$ cat src/rtl/cwdma_pkg.sv
//==============================================================================
// Module   : cwdma_pkg
// Brief    : Shared constants and helpers for the CONV weight-DMA address path.
// Revision : 1.0 - initial 3-D address generator release
//==============================================================================
`default_nettype none

package cwdma_pkg;

    localparam int AW_DEF = 11;
    localparam int SW_DEF = 4;
    localparam int RW_DEF = 16;

    localparam logic [0:0] ST_IDLE = 1'b0;
    localparam logic [0:0] ST_RUN  = 1'b1;

    // Callers zero-extend into 32 bits so one helper serves every counter width.
    function automatic logic cnt_at_limit(input logic [31:0] cnt, input logic [31:0] limit);
        return cnt == limit;
    endfunction

endpackage

`default_nettype wire

$ cat src/rtl/dma_loop_cnt.sv
//==============================================================================
// Module   : dma_loop_cnt
// Brief    : Wrap-around loop counter; returns to zero on the step after limit.
// Revision : 1.0 - initial 3-D address generator release
//==============================================================================
`default_nettype none

module dma_loop_cnt
    import cwdma_pkg::*;
#(
    parameter int W = SW_DEF
) (
    input  logic         clk,
    input  logic         rst,
    input  logic         clr,
    input  logic         inc,
    input  logic [W-1:0] limit,
    output logic [W-1:0] cnt,
    output logic         at_limit
);

    logic [W-1:0] r_cnt;

    assign cnt      = r_cnt;
    assign at_limit = cnt_at_limit(32'(r_cnt), 32'(limit));

    always_ff @(posedge clk) begin
        if (rst) begin
            r_cnt <= '0;
        end else if (clr) begin
            r_cnt <= '0;
        end else if (inc) begin
            r_cnt <= at_limit ? '0 : r_cnt + W'(1);
        end
    end

endmodule

`default_nettype wire

$ cat src/rtl/dma_dim3_agen.sv
//==============================================================================
// Module   : dma_dim3_agen
// Brief    : 3-D strided address stream generator with replay and first/last framing.
// Revision : 1.0 - initial 3-D address generator release
//==============================================================================
`default_nettype none

module dma_dim3_agen
    import cwdma_pkg::*;
#(
    parameter int AW = AW_DEF,
    parameter int SW = SW_DEF,
    parameter int RW = RW_DEF
) (
    input  logic          clk,
    input  logic          rst,
    input  logic [AW-1:0] cfg_base,
    input  logic [SW-1:0] cfg_dim0_size,
    input  logic [SW-1:0] cfg_dim0_step,
    input  logic [SW-1:0] cfg_dim1_size,
    input  logic [SW-1:0] cfg_dim1_step,
    input  logic [SW-1:0] cfg_dim2_size,
    input  logic [SW-1:0] cfg_dim2_step,
    input  logic [RW-1:0] cfg_repeat,
    input  logic          start_valid,
    output logic          start_ready,
    output logic [AW-1:0] s_addr,
    output logic          s_first,
    output logic          s_last,
    output logic          s_valid,
    input  logic          s_ready,
    output logic          busy
);

    logic [0:0]    r_state;
    logic [0:0]    w_state_nxt;

    logic [AW-1:0] r_base;
    logic [SW-1:0] r_size [3];
    logic [SW-1:0] r_step [3];
    logic [RW-1:0] r_repeat;

    logic [AW-1:0] r_addr;
    logic [AW-1:0] r_p1;
    logic [AW-1:0] r_p2;
    logic [AW-1:0] w_addr_nxt;
    logic [AW-1:0] w_p1_nxt;
    logic [AW-1:0] w_p2_nxt;

    logic [2:0]    w_inc;
    logic [2:0]    w_at;
    logic [SW-1:0] w_cnt [3];
    logic          w_rep_inc;
    logic          w_rep_at;
    logic [RW-1:0] w_rep_cnt;

    logic          w_run;
    logic          w_start_fire;
    logic          w_fire;
    logic          w_last;
    logic          w_all_zero;
    logic [AW-1:0] w_step0_ext;
    logic [AW-1:0] w_p1_step;
    logic [AW-1:0] w_p2_step;

    assign w_run        = (r_state == ST_RUN);
    assign start_ready  = (r_state == ST_IDLE) && !rst;
    assign w_start_fire = start_valid && start_ready;
    assign w_fire       = w_run && s_ready;

    assign w_last     = (&w_at) && w_rep_at;
    assign w_all_zero = (w_cnt[0] == '0) && (w_cnt[1] == '0) && (w_cnt[2] == '0) && (w_rep_cnt == '0);

    assign s_valid = w_run;
    assign busy    = w_run;
    assign s_addr  = r_addr;
    assign s_first = w_run && w_all_zero;
    assign s_last  = w_run && w_last;

    // Steps are unsigned offsets; every sum is truncated back to AW bits.
    assign w_step0_ext = AW'(r_step[0]);
    assign w_p1_step   = r_p1 + AW'(r_step[1]);
    assign w_p2_step   = r_p2 + AW'(r_step[2]);

    // Each dimension advances when every inner dimension wraps on the same fire.
    assign w_inc[0]  = w_fire;
    assign w_inc[1]  = w_fire && w_at[0];
    assign w_inc[2]  = w_fire && w_at[0] && w_at[1];
    assign w_rep_inc = w_fire && (&w_at);

    for (genvar k = 0; k < 3; k++) begin : g_dim
        dma_loop_cnt #(
            .W        (SW)
        ) u_cnt (
            .clk      (clk),
            .rst      (rst),
            .clr      (w_start_fire),
            .inc      (w_inc[k]),
            .limit    (r_size[k]),
            .cnt      (w_cnt[k]),
            .at_limit (w_at[k])
        );
    end

    dma_loop_cnt #(
        .W        (RW)
    ) u_rep_cnt (
        .clk      (clk),
        .rst      (rst),
        .clr      (w_start_fire),
        .inc      (w_rep_inc),
        .limit    (r_repeat),
        .cnt      (w_rep_cnt),
        .at_limit (w_rep_at)
    );

    always_comb begin
        w_state_nxt = r_state;
        case (r_state)
            ST_IDLE: if (w_start_fire)     w_state_nxt = ST_RUN;
            ST_RUN:  if (w_fire && w_last) w_state_nxt = ST_IDLE;
            default:                       w_state_nxt = ST_IDLE;
        endcase
    end

    always_ff @(posedge clk) begin
        if (rst) begin
            r_state <= ST_IDLE;
        end else begin
            r_state <= w_state_nxt;
        end
    end

    // Row pointers let each outer step restart from a running sum instead of a product.
    always_comb begin
        w_addr_nxt = r_addr;
        w_p1_nxt   = r_p1;
        w_p2_nxt   = r_p2;
        if (w_start_fire) begin
            w_addr_nxt = cfg_base;
            w_p1_nxt   = cfg_base;
            w_p2_nxt   = cfg_base;
        end else if (w_fire) begin
            if (!w_at[0]) begin
                w_addr_nxt = r_addr + w_step0_ext;
            end else if (!w_at[1]) begin
                w_p1_nxt   = w_p1_step;
                w_addr_nxt = w_p1_step;
            end else if (!w_at[2]) begin
                w_p2_nxt   = w_p2_step;
                w_p1_nxt   = w_p2_step;
                w_addr_nxt = w_p2_step;
            end else begin
                w_p2_nxt   = r_base;
                w_p1_nxt   = r_base;
                w_addr_nxt = r_base;
            end
        end
    end

    always_ff @(posedge clk) begin
        if (rst) begin
            r_addr <= '0;
            r_p1   <= '0;
            r_p2   <= '0;
        end else begin
            r_addr <= w_addr_nxt;
            r_p1   <= w_p1_nxt;
            r_p2   <= w_p2_nxt;
        end
    end

    always_ff @(posedge clk) begin
        if (rst) begin
            r_base   <= '0;
            r_repeat <= '0;
            for (int k = 0; k < 3; k++) begin
                r_size[k] <= '0;
                r_step[k] <= '0;
            end
        end else if (w_start_fire) begin
            r_base    <= cfg_base;
            r_repeat  <= cfg_repeat;
            r_size[0] <= cfg_dim0_size;
            r_step[0] <= cfg_dim0_step;
            r_size[1] <= cfg_dim1_size;
            r_step[1] <= cfg_dim1_step;
            r_size[2] <= cfg_dim2_size;
            r_step[2] <= cfg_dim2_step;
        end
    end

endmodule

`default_nettype wire

$ cat config.mk
export PLATFORM = sky130hd
export DESIGN_NAME = dma_dim3_agen
export DESIGN_NICKNAME = d
export VERILOG_FILES = /design/src/rtl/cwdma_pkg.sv /design/src/rtl/dma_loop_cnt.sv /design/src/rtl/dma_dim3_agen.sv
export SDC_FILE = /design/constraint.sdc
export NUM_CORES = 1
export LEC_CHECK = 0
export BUFFER_PORTS_ARGS = -buffer_cell sky130_fd_sc_hd__buf_2
export CORE_MARGIN = 2
export CORE_UTILIZATION = 53
export DETAILED_ROUTE_END_ITERATION = 8
export HOLD_SLACK_MARGIN = 0.05
export PLACE_DENSITY = 0.86
export SYNTH_ARGS = -nofsm -noshare
export SYNTH_HDL_FRONTEND = slang
export SYNTH_SLANG_ARGS = --single-unit
$ cat constraint.sdc
create_clock -name clk -period 2.8 [get_ports clk]
set_clock_uncertainty 0.15 [all_clocks]
set_input_delay 0.56 -clock clk [delete_from_list [all_inputs] [get_ports clk]]
set_output_delay 0.56 -clock clk [all_outputs]
set_load 0.005 [all_outputs]
== Yosys cells after proc, flatten, opt, wreduce, memory -nomap -nowiden ==
Memory sizes are Yosys's and may differ from the RTL's.
Cells that the tools add are included.
Operators by class
  add/sub/neg operators: 7
  eq/ne operators: 4
  muxes and demuxes: 29
  bitwise gates (word level): 7
  reductions and logical operators: 25
Operator list (count)
  $mux W11: 12
  $mux W4: 9
  $add A11 B4 Y11: 3
  $add A16 B1 Y16 const B: 1
  $eq A16 B16 Y1: 1
  $logic_not A16 Y1: 1
  $mux W16: 1
  $logic_and A1 B1 Y1: 13
  $add A4 B1 Y4 const B: 3
  $eq A4 B4 Y1: 3
  $logic_not A4 Y1: 3
  $mux W1: 6
  $or A1 B1 Y1: 6
  $reduce_and A3 Y1: 2
  $reduce_bool A2 Y1: 3
  $pmux W1 S2: 1
  $reduce_and A2 Y1: 1
  $reduce_or A2 Y1: 1
  $logic_not A1 Y1: 1
  $not A1 Y1: 1
Storage, ports and cells
  flip-flop bits (word level): 89
  memory bits (writable): 24
  input port bits: 55
  output and inout port bits: 16
  word-level logic and storage cells: 84
  memories: 2
Memories
  r_size: depth 3, width 4, read ports 3, clocked after Yosys merged registers in 0, write ports 3, line dma_dim3_agen.sv:39  | logic [SW-1:0] r_size [3];
  r_step: depth 3, width 4, read ports 3, clocked after Yosys merged registers in 0, write ports 3, line dma_dim3_agen.sv:40  | logic [SW-1:0] r_step [3];

== Depth between registers and ports, before layout ==
Gate-level depths: netlist of the first run.
  word-level depth: 7
  gate-level depth with buffers: 9
  mapped depth without buffers: 9

== Modules after synthesis ==
A second synthesis of the first run with hierarchy kept.
Second synthesis, totals
  cell total of the unflattened synthesis: 769
  area, all modules: 6597.6 sq um
By module, submodules not included
  dma_dim3_agen: times used 1, cells each 566, area an instance 4719.5 sq um, seq. area each 1941.9 sq um
  dma_loop_cnt (u_rep_cnt): times used 1, cells each 119, area an instance 954.7 sq um, seq. area each 320.3 sq um
  dma_loop_cnt (g_dim[0].u_cnt ...): times used 3, cells each 28, area an instance 307.8 sq um, seq. area each 80.1 sq um

== Worst setup path before layout of the first run ==
No wires, ideal clock.
  kind: input port to flip-flop
  from: input port start_valid
  to: memory r_size[0][0] (netlist name) (enable)
  setup time: 0.398 ns
  arrival: 2.115 ns
  required time: 2.252 ns
  path slack: 0.137 ns
  cell stages on the path: 5
  buffers on the path: 2
  cell sequence: nor2b_1 > clkbuf_1 > nor2_1 > inv_1 > clkbuf_1
RTL lines
  start: declaration: line dma_dim3_agen.sv:25  | input logic start_valid,
  end: declaration: line dma_dim3_agen.sv:39

==> results.cfg, run 1 <==
[run_status]
status = finished clean

[synth]
syn_inst = 715
async_reset_ff_share_pct = 0
synthFlopType = dfxtp_1
netlist_area_mm2 = 0.00607
synth_edf_count = 24
synth_cell_types = 60
synth.yosys.seq_area_share_pct = 41.2
synth_fp_nets = 793
synth-seq-cells = 113
yosys_warnings = 0
avgSynthCellArea_um2 = 8.49

[setup_path]
cp_slowest_stage_delay_ns = 0.59
crit_cells = 5
path_cells = xor2_1 -> or4_4 -> nor3_4 -> and3_4 -> buf_2
end_kind = primary output
cp_slowest_cell = or4_4
start_kind = flip-flop
worst-r2r-cell-count = 7
timing.critical_path.buf_inv = 1
worst_ep_required_time_ns = 2.09
crit_fanout = 4
path_class = reg -> out
crit_family = simple AND/OR/NAND/NOR gates
critPathArrivalTime_ns = 2.03

[clock_network]
cts_sinks = 113
clock-root-buffer = clkbuf_16
cts_hold_buf = 0
clk_pin_slew_ns = 0.05
cts_made_buffers = 17
h-tree-depth = 4
clk_path_buf_depth = 2
clk_latency_ns = 0.41
cts_tree = built

[die]
initial_utilization_pct = 53.8
fp.coreArea_mm2 = 0.0113
fp.dieArea_mm2 = 0.0123
ioPinCount = 71
die_h_um = 111
chipWidth_um = 111
std_cell_rows = 39

[sta]
finalHoldViolCount = 0
slew_viol_final = 0
fmax_ghz = 0.365
slew_headroom_pct = 52.8
period_share_pct = 97.8
rsz0062_at_grt = true
period_needed_ns = 2.74
setup_viol = 0
worst_pin_slew_ns = 0.706
fin_tns_setup_ns = 0

[grt]
grt_pass1_vias = 5443
grt_max_degree = 36
track_usage_pct = 27.4
antenna_found_initial = 0
overflow = 0
grt_pass1_wl_um = 27200

[drt]
drt-total-wl_um = 16800
wire_per_inst_um = 17.6
detail-route-antenna-nets = 0
drc_errors = 0
num_vias = 5725
initialDrtViolationCount = 467
first_pass_iters = 6
viasPerCell = 6.00

[layout]
drive_gt1_share_pct = 18.6
syn2layout_area_growth_pct = 21.9
nNetsFinal = 876
diodes = 0

[worst_hold_path]
hp-class = in -> reg
hold-path-cell-count = 3

[power_and_ir_drop]
power_density_mw_per_mm2 = 662
vdd_drop_max_v = 0.000362
p_total_mw = 4.89
p_leak_nw = 2.95

[placement]
hpwlAfterDp_um = 11500
finalWeightedCongestion = 0.892
portBuffers = 70

[job]
drv_cap = 0
==> path summary, 6_finish.rpt <==
kind                                     start      endpoint  slack (ns)
worst max-delay path              r_size[0][4]        s_last        0.06
worst min-delay path            cfg_repeat[12]  r_repeat[12]        0.24
worst max register to register    r_step[0][9]     s_addr[9]        0.21
worst min register to register       r_base[1]     r_base[1]        0.31
==> cells in the final DEF (no fill, tap or decap), types with 3 or more instances in the layout <==
master      n
o211ai_1    3
ha_1       20
dfxtp_1    88
o221ai_1    3
nor4_2      3
buf_2      70
a21boi_0    7
o21ai_0    20
clkbuf_16  17
nor4_1      4
and4_1      4
nand4_1    16
a311oi_1    3
nand2b_1    7
clkinv_2    4
nor2_1     74
bufinv_16   6
xor2_1     19
nor2_2      4
or4_1       4
and3_1      8
and2_1     29
a31oi_1    10
o31ai_1     8
xnor2_1    43
inv_1      26
a22oi_1     3
a211oi_1   11
nand2_1    91
edfxtp_1   24
nand3_1    16
mux2i_1     5
nor3_1     10
or3_1       5
buf_4      32
fa_1        3
o22ai_1    10
a21oi_1    64
==> tightest hold or removal path: cells and delay by family <==
family | cells | cell delay [ns]
buf+inv | 1 | 0.09
simple gates | 1 | 0.05
compound gates | 1 | 0.05
==> final cells by class <==
type                       count  area, um2
clock buffer                  20        447
clock inverter                12        211
fill                         856       3870
inverter                      26       97.6
multi-input combinational    537       3350
sequential                   113       2500
tap                          143        179
timing repair buffer         103        611
==> flip-flops by register name, summed over array words and instances, names as in the netlist <==
name and cells:
r_base 11, r_repeat 16, r_p1 11, r_p2 11, g_dim.u_cnt.cnt 12, r_size 12, r_step 12, busy 1
u_rep_cnt.cnt 16, s_addr 11
==> cell usage after synthesis (all sizes together) (4+ instances only) <==
cell type,count,area share (%)
nand2,91,5.6
dfxtp,89,29
nor2,78,5.0
a21oi,64,5.3
xnor2,43,6.2
clkbuf,31,1.9
and2,29,3.0
inv,26,1.6
edfxtp,24,12
ha,20,4.1
o21ai,20,1.6
xor2,19,2.7
nand3,16,1.3
nand4,16,1.6
nor3,13,1.3
a211oi,11,1.4
a31oi,10,1.0
o22ai,10,1.0
and3,9,0.93
buf,8,0.72
nor4,8,1.1
o31ai,8,0.99
a21boi,7,0.87
nand2b,7,0.72
mux2i,5,0.82
or3,5,0.52
or4,5,0.68
and4,4,0.58
==> report_power, final <==
group	internal, mW	switching (mW)	total [mW]
Sequential	1.76	0.0732	1.83
Combinational	0.255	0.376	0.631
Clock	1.68	0.752	2.43
Total	3.69	1.20	4.89
==> logic make-up (layout without fill, tap and decap cells) <==
kind of cell / after synthesis / count (layout) / synth area share (%)
xor+xnor: 62 / 62 / 8.95
flops: 113 / 113 / 41.2
fa+ha+maj: 23 / 23 / 5.11
simple gates: 286 / 286 / 23.1
mux: 7 / 7 / 1.20
buf+inv: 65 / 161 / 4.25
compound gates: 159 / 159 / 16.2
==> metal layers <==
metal	GRT usage, %	share of wire [%]	vias up
met5	0	0	-
met4	10.1	2.5	0
met3	7.98	9.4	54
met2	42.6	45	322
met1	36.5	43	2667
li1	-	-	2682
==> stage by stage <==
stage	setup WS [ns]	instances	cell area, um2	util (%)	hold slack [ns]
finish	0.0615	954	7400	65.6	0.240
CTS	0.00489	950	7340	65.1	0.229
global route	-0.0337	954	7400	65.6	0.237
global placement	0.352	918	6680	59.2	0.295
floorplan	0.137	715	6070	-	0.282
detailed placement	0.274	918	6680	59.2	0.297
==> timing repair <==
action | CTS | global route
pin swaps | 0 | 4
setup endpoints to repair | 1 | 3
gates resized for setup | 1 | 6
setup buffers | 0 | 4
Note: power is estimated with default switching activity, not from simulation.
==> inputs of run 2 (changes only) <==
Settings changed: CORE_UTILIZATION 53 to 54, PLACE_DENSITY 0.86 to 0.87, SYNTH_HIERARCHICAL set to 1.
==> run 2 against run 1 <==
Synthesized cell count is 7.6% higher. Area after synthesis is 8.7% higher. Critical endpoint unchanged. Hold slack worse by 0.0084 ns. Via count up 5.2%. Core utilization is 0.57 points lower. Largest cell class unchanged. Setup slack improved by 0.025 ns. Sequential share of layout area down 1.6 points.
==> results.cfg, run 2 <==
[synth]
synth_edf_count = 24
synth_top_family_by_area = simple AND/OR/NAND/NOR gates
synth.top_cell.area_share_pct = 27.0
synth_common_cells = 101 x nand2_1, 89 x dfxtp_1, 79 x nor2_1, 62 x a21oi_1, 32 x xor2_1
netlist_area_mm2 = 0.00660
muxShareOfSynthArea_pct = 0.607
synth-simple-area-share_pct = 25.5
synth_area_leaders = dfxtp_1 27%, edfxtp_1 11%, nand2_1 5.7%
synth_cell_types = 75
avgSynthCellArea_um2 = 8.58
synth_fp_nets = 843
synthFlopType = dfxtp_1
synth.yosys.seq_area_share_pct = 37.9
synth_top_area_cell = dfxtp_1
async_reset_ff_share_pct = 0
yosysMostFrequentCell = nand2_1
yosys_warnings = 6
synth-compound-area-share_pct = 18.1
synth_xor_area_share_pct = 8.80
syn_inst = 769
synthAdderAreaFrac_pct = 3.94
synth-seq-cells = 113

[placement]
finalWeightedCongestion = 0.942
place_worst_setup_slack_ns = 0.295
place_area_mm2 = 0.00706
hpwlAfterDp_um = 11900
placedCellCount = 965
portBuffers = 70

[setup_path]
end_kind = primary output
worst_ep_required_time_ns = 2.09
start_kind = flip-flop
cp_slowest_cell = edfxtp_1
cp_slowest_stage_delay_ns = 0.41
crit_fanout = 13
path_cells = xor2_2 -> nor4_4 -> buf_6 -> nand4_1 -> nor2_1 -> buf_2
worst-r2r-cell-count = 9
critPathArrivalTime_ns = 2.00
path_class = reg -> out

[grt]
grt_pass1_vias = 5819
track_usage_pct = 27.3
grt_pass1_wl_um = 27900
grt_max_degree = 33
antenna_found_initial = 0
overflow = 0

[drt]
viasPerCell = 6.00
detail-route-antenna-nets = 0
drc_errors = 0
initialDrtViolationCount = 559
first_pass_iters = 8
wire_per_inst_um = 17.1
num_vias = 6025
drt-total-wl_um = 17200

[power_and_ir_drop]
vdd_drop_max_v = 0.000608
power_density_mw_per_mm2 = 617
p_leak_nw = 3.14

[run_status]
status = finished clean

[die]
die_h_um = 115
initial_utilization_pct = 55.2
std_cell_rows = 40
fp.dieArea_mm2 = 0.0131
chipWidth_um = 115
fp.coreArea_mm2 = 0.0120
ioPinCount = 71

[layout]
most-common-layout-cells = 100 x nand2_1, 81 x dfxtp_1, 79 x nor2_1
finalNonFillerCells = 1005
multiInputGateArea_mm2 = 0.00382
fill_cells = 963
regArea_mm2 = 0.00251
fin_util_pct = 65.1
final_common_cell = nand2_1
diodes = 0
drive_gt1_share_pct = 21.4
syn2layout_area_growth_pct = 17.9
finalInstanceArea_mm2 = 0.00778
nNetsFinal = 919

[clock_network]
clock-root-buffer = clkbuf_16
h-tree-depth = 4
clk_latency_ns = 0.42
clk_path_buf_depth = 2
cts_made_buffers = 17
clk_pin_slew_ns = 0.05
cts_sinks = 113
cts_tree = built

[worst_hold_path]
hold-path-cell-count = 3
hp-class = in -> reg

[job]
drv_cap = 0

[sta]
fin_tns_setup_ns = 0
fin_ws_ns = 0.0863
fmax_ghz = 0.368
period_needed_ns = 2.71
worst_pin_slew_ns = 0.562
rsz0062_at_grt = true
slew_headroom_pct = 62.4
setup_viol = 0
slew_viol_final = 0
finalHoldViolCount = 0
period_share_pct = 96.9
## run 2: cell types whose count changed in the layout (fill, tap and decap cells not counted), sizes merged, moves of 7 or more
cell,before,now
nor4,8,20
xor2,19,44
nand2,91,102
o21ai,20,27
xnor2,43,12
nor2b,1,11
or2b,0,9
o41ai,0,13
## run 2: worst paths after layout
path                                              end           from  slack (ns)
worst max-delay path                           s_last  r_size[0][10]        0.09
worst min-delay path                      r_repeat[8]  cfg_repeat[8]        0.23
worst max register to register  g_dim[2].u_cnt/cnt[3]   r_size[0][5]        0.17
worst min register to register              r_base[5]      r_base[5]        0.31
## run 2: critical path, delay by kind of cell, from the launching register on
| family | cells | cell delay [ns] |
|---|---|---|
| and+or+nand+nor | 3 | 0.64 |
| buffers and inverters | 2 | 0.33 |
| DFF | 1 | 0.41 |
| xor gates and xnor gates | 1 | 0.21 |
## run 2: cell type report
type,count,share of cell area (%)
clock inverters,12,2.12
flip-flops and latches,113,32.3
multi-input cells,592,49.1
clock buffers,20,5.74
repair buffers,97,7.22
inverters,24,1.16
well taps,147,2.36
## run 2: through the flow
step                      total power [mW]  hold slack, ns
after global routing                  4.98           0.225
after global placement                2.50           0.292
after floorplan                       2.32           0.286
final                                 4.80           0.231
after detailed placement              2.52           0.300
after CTS                             4.78           0.214
## run 2: timing repair
| item | 4_1_cts | 5_1_grt |
|---|---|---|
| buffers inserted | 1 | 6 |
| hold buffers | 0 | 0 |
| endpoints found under the setup margin | 1 | 4 |
| pin swaps | 1 | 2 |
| cloned | 1 | 0 |
| gates resized for setup | 4 | 13 |
## run 2: where the power goes
| part | internal (mW) | switching, mW | total [mW] |
|---|---|---|---|
| Combinational | 0.284 | 0.419 | 0.704 |
| Clock | 1.50 | 0.753 | 2.25 |
| Sequential | 1.76 | 0.0844 | 1.84 |
## run 2: metal layers
layer	part of all wire, %	vias up	track usage (%)
met5	0	-	0
met4	2.8	0	12.9
met3	7.8	38	6.83
met2	49	294	45.8
met1	41	2808	32.7
li1	-	2885	-
## run 2: cell families after synthesis
group                      Yosys count
and+or+nand+nor                    334
AOI/OAI and AO/OA                  179
DFF                                113
buffers and inverters               64
xor gates and xnor gates            56
adders and majority gates           19
muxes                                4
==> inputs of run 3 (changes only) <==
Settings changed: BUFFER_PORTS_ARGS -buffer_cell sky130_fd_sc_hd__buf_2 to not set, CORE_UTILIZATION 54 to 58, DONT_BUFFER_PORTS set to 1, PLACE_DENSITY 0.87 to 0.86.
==> run 3 against run 2 <==
Via count shrank 2.7%. Final cell count fell by 8.5%. Critical endpoint unchanged. Total power fell by 8.3%. Sequential share of layout area increased by 2.2 points.
==> results.cfg, run 3 (synthesis results as in run 2) <==
[setup_path]
worst_ep_required_time_ns = 2.09
r2r-start = g_dim[1].u_cnt/cnt[0]
worst-r2r-cell-count = 9
crit_fanout = 4
end_kind = primary output
critPathArrivalTime_ns = 2.06
path_class = reg -> out
crit_start = u_rep_cnt/cnt[12]
start_kind = flip-flop

[clock_network]
clock-root-buffer = clkbuf_16
clk_latency_ns = 0.42
clk_pin_slew_ns = 0.06
cts_tree = built
h-tree-depth = 4
cts_sinks = 113
clk_path_buf_depth = 2
cts_made_buffers = 17

[sta]
holdWs_ns = 0.0804
period_needed_ns = 2.77
period_share_pct = 98.9
fin_tns_setup_ns = 0
setup_viol = 0
slew_headroom_pct = 66.5
rsz0062_at_grt = true
finalHoldViolCount = 0
slew_viol_final = 0
worst_pin_slew_ns = 0.501
fmax_ghz = 0.361

[layout]
drive_gt1_share_pct = 12.7
most-common-layout-cells = 101 x nand2_1, 85 x dfxtp_1, 78 x nor2_1
syn2layout_area_growth_pct = 10.1
fin_util_pct = 66.1
fill_cells = 832
diodes = 0
nNetsFinal = 841
final_common_cell = nand2_1

[drt]
wire_per_inst_um = 18.5
viasPerCell = 6.37
drc_errors = 0
initialDrtViolationCount = 586
drt-total-wl_um = 17000
first_pass_iters = 6
detail-route-antenna-nets = 0
num_vias = 5860

[placement]
portBuffers = 0
finalWeightedCongestion = 0.909
hpwlAfterDp_um = 11800

[power_and_ir_drop]
p_leak_nw = 2.76
power_density_mw_per_mm2 = 606
vdd_drop_max_v = 0.000514
p_total_mw = 4.40

[die]
die_h_um = 111
std_cell_rows = 38
ioPinCount = 71
fp.coreArea_mm2 = 0.0110
fp.dieArea_mm2 = 0.0122
chipWidth_um = 111
initial_utilization_pct = 60.1

[job]
drv_cap = 0

[grt]
track_usage_pct = 28.0
antenna_found_initial = 0
grt_pass1_wl_um = 27800
grt_pass1_vias = 5717
overflow = 0
grt_max_degree = 68

[worst_hold_path]
min-delay-start = rst
hold-path-cell-count = 1
hp-class = in -> reg

[run_status]
status = finished clean
-- run 3: cell count changes in the layout (fill, tap and decap cells not counted), sizes merged --
cell,delta
buf,-80
clkinvlp,+1
clkbuf,+3
dlygate4sd3,+2
bufinv,-4
-- run 3: final timing paths --
kind,endpoint,slack (ns)
worst max-delay path,s_last,0.03
worst min-delay path,r_p1[0],0.08
worst max register to register,g_dim[2].u_cnt/cnt[3],0.14
worst min register to register,r_base[2],0.30
-- run 3: through the flow --
step	setup slack (ns)	area (um2)	std cells
2_1_floorplan	0.125	6600	769
3_3_place_gp	0.355	6650	883
3_5_place_dp	0.259	6650	883
4_1_cts	0.00179	7240	919
5_1_grt	-0.0812	7260	920
6_report	0.0322	7260	920
-- run 3: power by group --
part           switching, mW  internal (mW)
Clock                  0.756           1.19
Combinational          0.375          0.228
Sequential            0.0885           1.76
Total                   1.22           3.18
-- run 3: critical path: stages, from the launching register on --
cell and delay [ns]:
dfxtp_1 0.36, xor2_1 0.20, nor4_2 0.37, nand4_2 0.18, inv_1 0.13, nand4_1 0.22, nor2_2 0.18
-- run 3: final cells by class --
cell class	count	area, um2	area share [%]
flip-flops and latches	113	2510	34.5
clock inverters	9	60.1	0.827
multi-input cells	592	3800	52.3
inverters	24	91.3	1.26
repair buffers	19	153	2.10
clock buffers	23	478	6.58
well taps	140	175	2.41
-- run 3: layer usage --
metal,GRT usage (%),routed length [um]
met5,0,0
met4,12.6,446
met3,8.69,1430
met2,45.8,8220
met1,33.8,6910
-- run 3: repair_timing --
| action | in CTS | in global routing |
|---|---|---|
| pin swaps | 1 | 0 |
| hold buffers | 1 | 1 |
| cloned | 1 | 0 |
| gates resized for setup | 4 | 7 |
| endpoints found under the setup margin | 1 | 3 |
| hold endpoints to repair | 1 | 1 |
| setup buffers | 2 | 0 |
